[config.mk]
export PLATFORM = sky130hd
export DESIGN_NAME = mem_arbiter_flat
export DESIGN_NICKNAME = d
export VERILOG_FILES = /design/src/rtl/mem_arb_pkg.sv /design/src/rtl/mem_arbiter_if.sv /design/src/rtl/mem_arb_pick.sv /design/src/rtl/mem_arbiter.sv /design/src/flat_wrapper.sv
export SDC_FILE = /design/constraint.sdc
export NUM_CORES = 1
export LEC_CHECK = 0
export CORE_AREA = 2 2 288 290
export CTS_BUF_LIST = sky130_fd_sc_hd__clkbuf_4
export CTS_CLUSTER_DIAMETER = 120
export DETAILED_ROUTE_END_ITERATION = 10
export DIE_AREA = 0 0 290 292
export PLACE_DENSITY_LB_ADDON = 0.1
export SLEW_MARGIN = 20
export SYNTH_ARGS = -nofsm -noshare
export SYNTH_HDL_FRONTEND = slang
export SYNTH_SLANG_ARGS = --single-unit
[constraint.sdc]
create_clock -name clock -period 3.3 [get_ports clock]
set_input_delay 0.66 -clock clock [delete_from_list [all_inputs] [get_ports clock]]
set_output_delay 0.66 -clock clock [all_outputs]
set_load 0.02 [all_outputs]
[src/rtl/mem_arb_pkg.sv]
// rtl/mem_arb_pkg.sv - shared encodings and default widths for the memory arbiter
package mem_arb_pkg;

  localparam int ADDR_W = 28;
  localparam int DATA_W = 128;

  typedef enum logic [1:0] {
    IDLE  = 2'b00,
    GNT_I = 2'b01,
    GNT_D = 2'b10
  } state_t;

  localparam logic REQ_I = 1'b0;
  localparam logic REQ_D = 1'b1;

endpackage

[src/rtl/mem_arbiter_if.sv]
// rtl/mem_arbiter_if.sv - icache, dcache and memory port bundle around the arbiter
interface mem_arbiter_if
  import mem_arb_pkg::*;
#(
  parameter int AW = ADDR_W,
  parameter int DW = DATA_W
);
  logic          i_mem_read;
  logic [AW-1:0] i_mem_address;
  logic [DW-1:0] i_mem_readdata;
  logic          i_mem_busywait;

  logic          d_mem_read;
  logic          d_mem_write;
  logic [AW-1:0] d_mem_address;
  logic [DW-1:0] d_mem_writedata;
  logic [DW-1:0] d_mem_readdata;
  logic          d_mem_busywait;

  logic          mem_read;
  logic          mem_write;
  logic [AW-1:0] mem_address;
  logic [DW-1:0] mem_writedata;
  logic [DW-1:0] mem_readdata;
  logic          mem_busywait;

  modport slave (
    input  i_mem_read, i_mem_address,
    output i_mem_readdata, i_mem_busywait,
    input  d_mem_read, d_mem_write, d_mem_address, d_mem_writedata,
    output d_mem_readdata, d_mem_busywait,
    output mem_read, mem_write, mem_address, mem_writedata,
    input  mem_readdata, mem_busywait
  );

  modport master (
    output i_mem_read, i_mem_address,
    input  i_mem_readdata, i_mem_busywait,
    output d_mem_read, d_mem_write, d_mem_address, d_mem_writedata,
    input  d_mem_readdata, d_mem_busywait,
    input  mem_read, mem_write, mem_address, mem_writedata,
    output mem_readdata, mem_busywait
  );

endinterface

[src/rtl/mem_arb_pick.sv]
// rtl/mem_arb_pick.sv - two-way picker: round-robin, or dcache-first with MEM_ARB_DCACHE_PRIORITY_EN
module mem_arb_pick
  import mem_arb_pkg::*;
(
  input  logic       req_i,
  input  logic       req_d,
  input  logic       last_grant,
  output logic [1:0] pick
);

`ifdef MEM_ARB_DCACHE_PRIORITY_EN
  logic unused_last_grant;
  assign unused_last_grant = last_grant;

  always_comb begin
    pick = 2'b00;
    if (req_d)
      pick[REQ_D] = 1'b1;
    else if (req_i)
      pick[REQ_I] = 1'b1;
  end
`else
  always_comb begin
    pick = 2'b00;
    if (req_i && req_d) begin
      // On a tie the requester that did not own memory last goes next.
      if (last_grant == REQ_I)
        pick[REQ_D] = 1'b1;
      else
        pick[REQ_I] = 1'b1;
    end else if (req_d) begin
      pick[REQ_D] = 1'b1;
    end else if (req_i) begin
      pick[REQ_I] = 1'b1;
    end
  end
`endif

endmodule

[src/rtl/mem_arbiter.sv]
// rtl/mem_arbiter.sv - shares one block memory port between icache and dcache
// Build option: MEM_ARB_DCACHE_PRIORITY_EN selects fixed dcache priority instead of round-robin.
module mem_arbiter
  import mem_arb_pkg::*;
(
  input  logic          clock,
  input  logic          reset,
  mem_arbiter_if.slave  bus,
  output logic          grant_i,
  output logic          grant_d
);

  state_t     state_q, state_d;
  logic       last_q, last_d;
  logic       req_i, req_d;
  logic [1:0] pick;

  assign req_i = bus.i_mem_read;
  assign req_d = bus.d_mem_read | bus.d_mem_write;

  mem_arb_pick u_pick (
    .req_i      (req_i),
    .req_d      (req_d),
    .last_grant (last_q),
    .pick       (pick)
  );

  always_ff @(posedge clock or negedge reset) begin
    if (!reset) begin
      state_q <= IDLE;
      last_q  <= REQ_I;
    end else begin
      state_q <= state_d;
      last_q  <= last_d;
    end
  end

  // A grant is held until its owner drops every request, so a dirty
  // write-back and its refill read stay under one ownership.
  always_comb begin
    state_d = state_q;
    last_d  = last_q;
    case (state_q)
      IDLE: begin
        if (pick[REQ_D]) begin
          state_d = GNT_D;
          last_d  = REQ_D;
        end else if (pick[REQ_I]) begin
          state_d = GNT_I;
          last_d  = REQ_I;
        end
      end
      GNT_I:   if (!req_i) state_d = IDLE;
      GNT_D:   if (!req_d) state_d = IDLE;
      default: state_d = IDLE;
    endcase
  end

  assign grant_i = (state_q == GNT_I);
  assign grant_d = (state_q == GNT_D);

  always_comb begin
    bus.mem_read      = 1'b0;
    bus.mem_write     = 1'b0;
    bus.mem_address   = '0;
    bus.mem_writedata = '0;
    if (grant_i) begin
      bus.mem_read    = bus.i_mem_read;
      bus.mem_address = bus.i_mem_address;
    end else if (grant_d) begin
      bus.mem_read      = bus.d_mem_read;
      bus.mem_write     = bus.d_mem_write;
      bus.mem_address   = bus.d_mem_address;
      bus.mem_writedata = bus.d_mem_writedata;
    end
  end

  // Non-owners that are requesting stall; idle caches are left alone.
  assign bus.i_mem_busywait = grant_i ? bus.mem_busywait : req_i;
  assign bus.d_mem_busywait = grant_d ? bus.mem_busywait : req_d;

  assign bus.i_mem_readdata = bus.mem_readdata;
  assign bus.d_mem_readdata = bus.mem_readdata;

endmodule

[src/flat_wrapper.sv]
// flat-port wrapper written by rule: the top's interface ports become plain ports
module mem_arbiter_flat import mem_arb_pkg::*;
  (clock, reset, grant_i, grant_d, bus_i_mem_read, bus_i_mem_address, bus_i_mem_readdata, bus_i_mem_busywait, bus_d_mem_read, bus_d_mem_write, bus_d_mem_address, bus_d_mem_writedata, bus_d_mem_readdata, bus_d_mem_busywait, bus_mem_read, bus_mem_write, bus_mem_address, bus_mem_writedata, bus_mem_readdata, bus_mem_busywait);
  mem_arbiter_if #(.AW(28), .DW(128)) bus_i ();
  input  logic clock;
  input  logic reset;
  output logic grant_i;
  output logic grant_d;
  input wire logic [$bits(bus_i.i_mem_read)-1:0] bus_i_mem_read;
  input wire logic [$bits(bus_i.i_mem_address)-1:0] bus_i_mem_address;
  output wire logic [$bits(bus_i.i_mem_readdata)-1:0] bus_i_mem_readdata;
  output wire logic [$bits(bus_i.i_mem_busywait)-1:0] bus_i_mem_busywait;
  input wire logic [$bits(bus_i.d_mem_read)-1:0] bus_d_mem_read;
  input wire logic [$bits(bus_i.d_mem_write)-1:0] bus_d_mem_write;
  input wire logic [$bits(bus_i.d_mem_address)-1:0] bus_d_mem_address;
  input wire logic [$bits(bus_i.d_mem_writedata)-1:0] bus_d_mem_writedata;
  output wire logic [$bits(bus_i.d_mem_readdata)-1:0] bus_d_mem_readdata;
  output wire logic [$bits(bus_i.d_mem_busywait)-1:0] bus_d_mem_busywait;
  output wire logic [$bits(bus_i.mem_read)-1:0] bus_mem_read;
  output wire logic [$bits(bus_i.mem_write)-1:0] bus_mem_write;
  output wire logic [$bits(bus_i.mem_address)-1:0] bus_mem_address;
  output wire logic [$bits(bus_i.mem_writedata)-1:0] bus_mem_writedata;
  input wire logic [$bits(bus_i.mem_readdata)-1:0] bus_mem_readdata;
  input wire logic [$bits(bus_i.mem_busywait)-1:0] bus_mem_busywait;
  assign bus_i.i_mem_read = bus_i_mem_read;
  assign bus_i.i_mem_address = bus_i_mem_address;
  assign bus_i_mem_readdata = bus_i.i_mem_readdata;
  assign bus_i_mem_busywait = bus_i.i_mem_busywait;
  assign bus_i.d_mem_read = bus_d_mem_read;
  assign bus_i.d_mem_write = bus_d_mem_write;
  assign bus_i.d_mem_address = bus_d_mem_address;
  assign bus_i.d_mem_writedata = bus_d_mem_writedata;
  assign bus_d_mem_readdata = bus_i.d_mem_readdata;
  assign bus_d_mem_busywait = bus_i.d_mem_busywait;
  assign bus_mem_read = bus_i.mem_read;
  assign bus_mem_write = bus_i.mem_write;
  assign bus_mem_address = bus_i.mem_address;
  assign bus_mem_writedata = bus_i.mem_writedata;
  assign bus_i.mem_readdata = bus_mem_readdata;
  assign bus_i.mem_busywait = bus_mem_busywait;
  mem_arbiter u_core (.clock(clock), .reset(reset), .bus(bus_i), .grant_i(grant_i), .grant_d(grant_d));
endmodule
After elaboration in Yosys (flattened, before gate mapping)
Cells that the tools add are included.
Storage, ports and cells
  memories kept: 0
  bits in registers: 3
  output and inout port bits: 418
  word-level logic and storage cells: 36
  bits in latches: 0
  bits in read-only memories: 0
  bits of input ports: 318
  RAM bits: 0
Operators by class
  divide/modulo/power cells: 0
  mux-type cells: 23
  add/sub/neg operators: 0
  eq/ne operators: 5
  reduce and logical (&&, ||, !) cells: 5
  bitwise logic cells: 1
  multipliers: 0
  magnitude comparators: 0
  shifts and indexed selects: 0
Operators by type and width (number)
  128-bit 2-to-1 mux: 2
  28-bit 2-to-1 mux: 2
  1-bit 2-to-1 mux: 13
  2-bit 2-to-1 mux: 5
  2-bit one-hot mux with 3 select lines: 1
  2-bit != test (second input constant): 2
  3-bit by 1-bit != test with 1-bit output (second input constant): 1
  3-bit AND reduction: 1
  2-bit by 1-bit equality test with 1-bit output (second input constant): 1
  2-bit equality test (second input constant): 1
  2-bit zero test: 1
  2-bit AND reduction: 1
  2-bit nonzero test: 1
  1-bit logical AND: 1
  1-bit bitwise OR: 1

Logic depth before layout (Yosys ltp)
Gate-level depths: netlist of the first run.
  word-level depth: 6
  gate-level depth with buffers: 5
  gate-level depth less buffers: 2

Hierarchy
A second synthesis of the first run with hierarchy kept.
Unflattened totals
  cell total of the unflattened synthesis: 455
  area total of the unflattened synthesis: 3360.7 um2
By module, submodules not included
  mem_arbiter: seq. area each 75.1 um2, instances 1, cells each 452, area an instance 3342.0 um2
  mem_arb_pick: seq. area each 0.0 um2, instances 1, cells each 3, area an instance 18.8 um2

Worst setup path after synthesis of the first run
Ideal clock, no wire load.
  path type: register to output
  from: reg u_core.state_q[1]
  to: out bus_d_mem_busywait
  path slack: 1.328 ns
  required time: 2.640 ns
  stages on the path, launching flop included: 6
  path buffers: 3
  arrival time: 1.312 ns
  path through: dfrtp_1 -> nor2b_1 -> buf_4 -> buf_6 -> buf_6 -> mux2i_1
On the way
  cells in the longest elaborated chain, start to end: 2
RTL lines
  start, declared: line mem_arbiter.sv:13  | state_t state_q, state_d;
  start signal, assigned: line mem_arbiter.sv:33  | state_q <= state_d;
  2-bit equality test: line mem_arbiter.sv:60  | assign grant_d = (state_q == GNT_D);
  1-bit 2-to-1 mux: line mem_arbiter.sv:80  | assign bus.d_mem_busywait = grant_d ? bus.mem_busywait : req_d;
  end, declared: line flat_wrapper.sv:18  | output wire logic [$bits(bus_i.d_mem_busywait)-1:0] bus_d_mem_busywait;
Every way passes these cells.

Final worst setup path of the first run
  from: reg u_core.state_q[0]
  to: out bus_i_mem_busywait
On the way
  cells in the longest elaborated chain, start to end: 2
RTL lines
  2-bit by 1-bit equality test with 1-bit output: line mem_arbiter.sv:59  | assign grant_i = (state_q == GNT_I);
  1-bit 2-to-1 mux: line mem_arbiter.sv:79  | assign bus.i_mem_busywait = grant_i ? bus.mem_busywait : req_i;
  end, declared: line flat_wrapper.sv:12  | output wire logic [$bits(bus_i.i_mem_busywait)-1:0] bus_i_mem_busywait;
Every way passes these cells.

==> results.sh, run 1 <==
export IMPL_status="completed"
export IMPL_antenna_found_initial=0
export IMPL_utilization_pct=7.56
export IMPL_die_w_um=290
export IMPL_overflow=0
export IMPL_fill_cells=9572
export IMPL_muxShareOfSynthArea_pct=0.646
export IMPL_syn_inst=451
export IMPL_mostFrequentLayoutCells="clkdlybuf4s50_1, and2_1, a22o_1"
export IMPL_timing_fmax_mhz=356
export IMPL_die_area_sq_um=84700
export IMPL_antenna_cells=0
export IMPL_area_growth_pct=87.3
export IMPL_drc=0
export IMPL_cts_htree_levels=1
export IMPL_nNetsFinal=851
export IMPL_setup_viol=0
export IMPL_grt_start_max_net_pins=84
export IMPL_first_global_vias=3285
export IMPL_period_share_pct=85.2
export IMPL_final_common_cell="clkdlybuf4s50_1"
export IMPL_dpl_cell_area_sq_um=6140
export IMPL_synth_cell_area_sq_um=3290
export IMPL_irDropWorstVdd_mv=0.195
export IMPL_slew_headroom_pct=70.3
export IMPL_tightest_slew_ps=446
export IMPL_multi_input_area_sq_um=1150
export IMPL_synthTopCellsByArea="buf_4, and2_1, a22o_1"
export IMPL_ys_ff_latch=3
export IMPL_clk_pin_slew_ps=40
export IMPL_maxSlewViolCount=0
export IMPL_final_cell_area_sq_um=6170
export IMPL_hp_class="reg2reg"
export IMPL_worstPathMaxFanout=31
export IMPL_synth_xor_area_share_pct=0
export IMPL_io_pins=736
export IMPL_via_per_inst=1.89
export IMPL_finalClockSkew_ps=0.0223
export IMPL_max_clock_path_buffers=2
export IMPL_synthSimpleGateAreaFrac_pct=25.4
export IMPL_end_kind="output pin"
export IMPL_drive_above_1_share_pct=2.07
export IMPL_clock_latency_ps=230
export IMPL_grt_usage_pct=3.71
export IMPL_core_sq_um=81600
export IMPL_hold_viol=0
export IMPL_crit_arrival_ps=2150
export IMPL_numCtsBuffers=3
export IMPL_setup_tns_ps=0
export IMPL_synth_top_family_by_area="buffers and inverters"
export IMPL_worstSetupStartpointType="flip-flop"
export IMPL_synth_top_area_share_pct=60.2
export IMPL_grt_pass1_wl_um=23400
export IMPL_die_h_um=292
export IMPL_gp_congestion=0.652
export IMPL_p_leak_uw=0.00194
export IMPL_start_util_pct=4.03
export IMPL_period_needed_ps=2810
export IMPL_vias=3025
export IMPL_rows=105
export IMPL_holdBufCountCts=0
export IMPL_drt_iter0_drc=67
export IMPL_synth_area_per_cell_sq_um=7.30
export IMPL_syn_nets=769
export IMPL_powerDensity_nw_per_um2=401
export IMPL_cts_tree="done"
export IMPL_routed_wl_um=17000
export IMPL_yosysUniqueCellTypes=17
export IMPL_routedWlPerCell_um=10.6
export IMPL_timing_worst_setup_path_type="reg2out"
export IMPL_yosys_area_top_type="buf_4"
export IMPL_rsz0062_at_grt="false"
export IMPL_max_cap_violations=0
export IMPL_cts_resized=0
export IMPL_dr_pass1_iters=4
export IMPL_io_buffers=351
export IMPL_crit_required_ps=2640
export IMPL_synth_adder_area_share_pct=0
export IMPL_yosysWarnings=0
export IMPL_cts_root_buf="clkbuf_4"
export IMPL_regArea_sq_um=75.1
export IMPL_cts_setup_buffers=0
export IMPL_dp_hpwl_um=14600
export IMPL_cts_sinks=3
export IMPL_synth_compound_area_share_pct=8.55
export IMPL_postRouteAntennaNets=0
export IMPL_seq_area_frac_synth_pct=2.28
[worst paths after layout]
kind,from,to,slack [ps],depth (start not counted)
setup / recovery,u_core.state_q[0],bus_i_mem_busywait,490,4
hold / removal,u_core.last_q,u_core.state_q[1],490,1
setup reg to reg,u_core.state_q[0],u_core.last_q,2220,2
hold reg to reg,u_core.last_q,u_core.state_q[1],490,1
max in group asynchronous,reset,u_core.state_q[1],2550,1
min in group asynchronous,reset,u_core.state_q[0],610,1
[state kept, by name, indices dropped and copies added (netlist names)]
register        count
u_core.state_q      2
u_core.last_q       1
[area by class of cell]
type | count | area share, %
timing repair buffer | 354 | 57.8
tap | 1070 | 21.7
multi-input combinational | 168 | 18.6
sequential | 3 | 1.22
clock buffer | 4 | 0.487
inverter | 3 | 0.183
[through the flow]
| stage | cells | total power, uW | setup WS [ps] | hold WS, ps |
|---|---|---|---|---|
| floorplan | 451 | 1660 | 1330 | 364 |
| global placement | 1598 | 2520 | 573 | 528 |
| detailed placement | 1598 | 2450 | 561 | 489 |
| CTS | 1602 | 2530 | 418 | 493 |
| global route | 1602 | 2640 | 331 | 512 |
| finish | 1602 | 2470 | 488 | 493 |
[kinds of logic (layout without fill, tap and decap cells)]
logic type	Yosys count	after routing
AO/OA/AOI/OAI	32	32
flip-flops	3	3
buffers and inverters	280	361
AND/OR/NAND/NOR	134	134
multiplexers	2	2
[Yosys cell counts]
cell / count
buf_2: 4
o211a_1: 1
buf_6: 4
a311oi_1: 1
nor3b_1: 1
inv_1: 3
mux2i_1: 1
a22o_1: 29
nor2_1: 1
o32ai_1: 1
buf_4: 264
mux2_2: 1
dfrtp_1: 3
or2_2: 1
and2_1: 129
nor2b_1: 2
clkbuf_1: 5
[critical path: stages (launching register included)]
cell and delay, ps:
dfrtp_1 420, nor2b_2 170, buf_4 390, mux2_2 390, clkdlybuf4s50_1 540
[report_power, final]
part	internal (uW)	switching, uW
Clock	53.4	17.5
Sequential	49.5	13.0
Combinational	1180	1150
Total	1290	1180
[per-layer routing]
| layer | wire length, um | track usage [%] | vias to the layer above |
|---|---|---|---|
| li1 | - | - | 1304 |
| met1 | 4710 | 2.77 | 1209 |
| met2 | 8030 | 6.53 | 445 |
| met3 | 3200 | 3.01 | 65 |
| met4 | 968 | 2.12 | 2 |
| met5 | 45 | 0.397 | - |
Power figures use the tool's default switching activity.
==> run 2, diff against run 1 <==
GPL_TIMING_DRIVEN = 0   (was default)
==> results.sh, run 2 (synthesis results as in run 1) <==
export IMPL_cts_root_buf="clkbuf_4"
export IMPL_setup_tns_ps=0
export IMPL_postRouteAntennaNets=0
export IMPL_core_sq_um=81600
export IMPL_setup_viol=0
export IMPL_vias=4851
export IMPL_rsz0062_at_grt="false"
export IMPL_final_common_cell="clkdlybuf4s50_1"
export IMPL_die_area_sq_um=84700
export IMPL_maxSlewViolCount=0
export IMPL_grt_usage_pct=5.69
export IMPL_io_pins=736
export IMPL_cp_endpoint="bus_mem_writedata[14]"
export IMPL_cpPeakStageDelay_ps=650
export IMPL_worstHoldStart="u_core.state_q[0]"
export IMPL_regToRegEndpoint="u_core.last_q"
export IMPL_cts_setup_buffers=0
export IMPL_critPathBufInv=3
export IMPL_reg_top3="u_core.state_q (2), u_core.last_q (1)"
export IMPL_grt_start_max_net_pins=11
export IMPL_cp_depth=5
export IMPL_clk_pin_slew_ps=40
export IMPL_cp_top_family="buffers and inverters"
export IMPL_nNetsFinal=1381
export IMPL_worstPathMaxFanout=10
export IMPL_top_register="u_core.state_q"
export IMPL_mostFrequentLayoutCells="clkdlybuf4s50_1, buf_4, and2_1"
export IMPL_powerDensity_nw_per_um2=314
export IMPL_grt_pass1_wl_um=36000
export IMPL_period_needed_ps=2970
export IMPL_via_per_inst=2.27
export IMPL_timing_fmax_mhz=336
export IMPL_r2r_start="u_core.state_q[0]"
export IMPL_area_growth_pct=226
export IMPL_drt_iter0_drc=47
export IMPL_cts_tree="done"
export IMPL_cts_htree_levels=1
export IMPL_timing_worst_setup_path_type="reg2out"
export IMPL_rows=105
export IMPL_rrSetupSlack_ps=2250
export IMPL_start_util_pct=4.03
export IMPL_antenna_found_initial=0
export IMPL_crit_chain="nor2b_1 -> buf_4 -> clkbuf_1 -> and2_1 -> clkdlybuf4s50_1"
export IMPL_critPathLaunch="u_core.state_q[1]"
export IMPL_drive_above_1_share_pct=26.2
export IMPL_die_h_um=292
export IMPL_fill_cells=9333
export IMPL_holdBufCountCts=0
export IMPL_dr_pass1_iters=4
export IMPL_numCtsBuffers=3
export IMPL_crit_arrival_ps=2310
export IMPL_hp_class="reg2reg"
export IMPL_hold_viol=0
export IMPL_cpMaxStageDelayCell="clkdlybuf4s50_1"
export IMPL_end_kind="output pin"
export IMPL_drc=0
export IMPL_cts_sinks=3
export IMPL_crit_required_ps=2640
export IMPL_routed_wl_um=26200
export IMPL_max_cap_violations=0
export IMPL_worstSetupStartpointType="flip-flop"
export IMPL_period_share_pct=90.1
export IMPL_tightest_slew_ps=504
export IMPL_p_leak_uw=0.00423
export IMPL_cts_resized=0
export IMPL_finalClockSkew_ps=1.55
export IMPL_clock_latency_ps=230
export IMPL_overflow=0
export IMPL_dp_hpwl_um=24800
export IMPL_largest_reg_flops=2
export IMPL_first_global_vias=4986
export IMPL_gp_congestion=0.706
export IMPL_routedWlPerCell_um=12.3
export IMPL_max_clock_path_buffers=2
export IMPL_utilization_pct=13.2
export IMPL_io_buffers=607
export IMPL_r2r_cells=2
export IMPL_status="completed"
export IMPL_die_w_um=290
export IMPL_slew_headroom_pct=66.4
export IMPL_irDropWorstVdd_mv=0.158
## run 2: cell types whose count changed in the layout (fill, tap and decap cells not counted)
cell | previous run | this run
buf_2 | 0 | 4
clkdlybuf4s50_1 | 351 | 607
clkbuf_1 | 0 | 5
buf_12 | 2 | 0
diode_2 | 0 | 2
nor2b_1 | 0 | 2
nor2b_2 | 1 | 0
buf_6 | 0 | 4
nor2b_4 | 1 | 0
buf_4 | 1 | 264
## run 2: final cells by class
cell class / instances / area [sq um] / share of cell area [%]
Inverter: 3 / 11.3 / 0.105
Sequential cell: 3 / 75.1 / 0.699
Antenna cell: 2 / 5.00 / 0.0466
Tap cell: 1070 / 1340 / 12.5
Multi-Input combinational cell: 168 / 1140 / 10.6
Timing Repair Buffer: 607 / 6080 / 56.6
Buffer: 277 / 2070 / 19.2
Clock buffer: 4 / 30.0 / 0.280
## run 2: how the worst min path moves through the flow
| stage | slack [ps] | cells past startpoint | to |
|---|---|---|---|
| 2_1_floorplan | 360 | 0 | u_core.last_q |
| 3_3_place_gp | 500 | 1 | u_core.state_q[1] |
| 3_5_place_dp | 490 | 1 | u_core.state_q[1] |
| 4_1_cts | 500 | 1 | u_core.state_q[1] |
| 5_1_grt | 530 | 1 | u_core.state_q[1] |
| 6_report | 500 | 1 | u_core.state_q[1] |
## run 2: metrics by stage
| stage | setup slack, ps | cells | cell area (sq um) | power [uW] | hold slack [ps] |
|---|---|---|---|---|---|
| 2_1_floorplan | 1330 | 451 | 3290 | 1660 | 364 |
| 3_3_place_gp | 429 | 2128 | 10700 | 3430 | 501 |
| 3_5_place_dp | 457 | 2128 | 10700 | 3370 | 488 |
| 4_1_cts | 186 | 2132 | 10700 | 3460 | 495 |
| 5_1_grt | 151 | 2132 | 10700 | 3590 | 530 |
| 6_report | 326 | 2134 | 10700 | 3370 | 501 |
## run 2: worst register-to-register path: cells and delay by family (launching register included)
kind	cells	cell delay [ps]
simple gates	1	290
compound gates	1	240
flops	1	400
## run 2: power by group
group | switching (uW) | internal (uW)
registers | 11.1 | 49.5
logic | 1550 | 1690
clock network | 19.8 | 53.5
## run 2: layer usage
layer  track usage [%]  routed length, um  part of all wire [%]
met1              4.62               7400                    28
met5                 0                  0                     0
met2              12.8              16200                    62
met3              2.12               2500                   9.5
met4             0.394                113                  0.43
==> run 3, diff against run 2 <==
SKIP_LAST_GASP = 1   (was default)
==> results of run 3 <==
Final layout, timing and power as in run 2 (identical DEF).
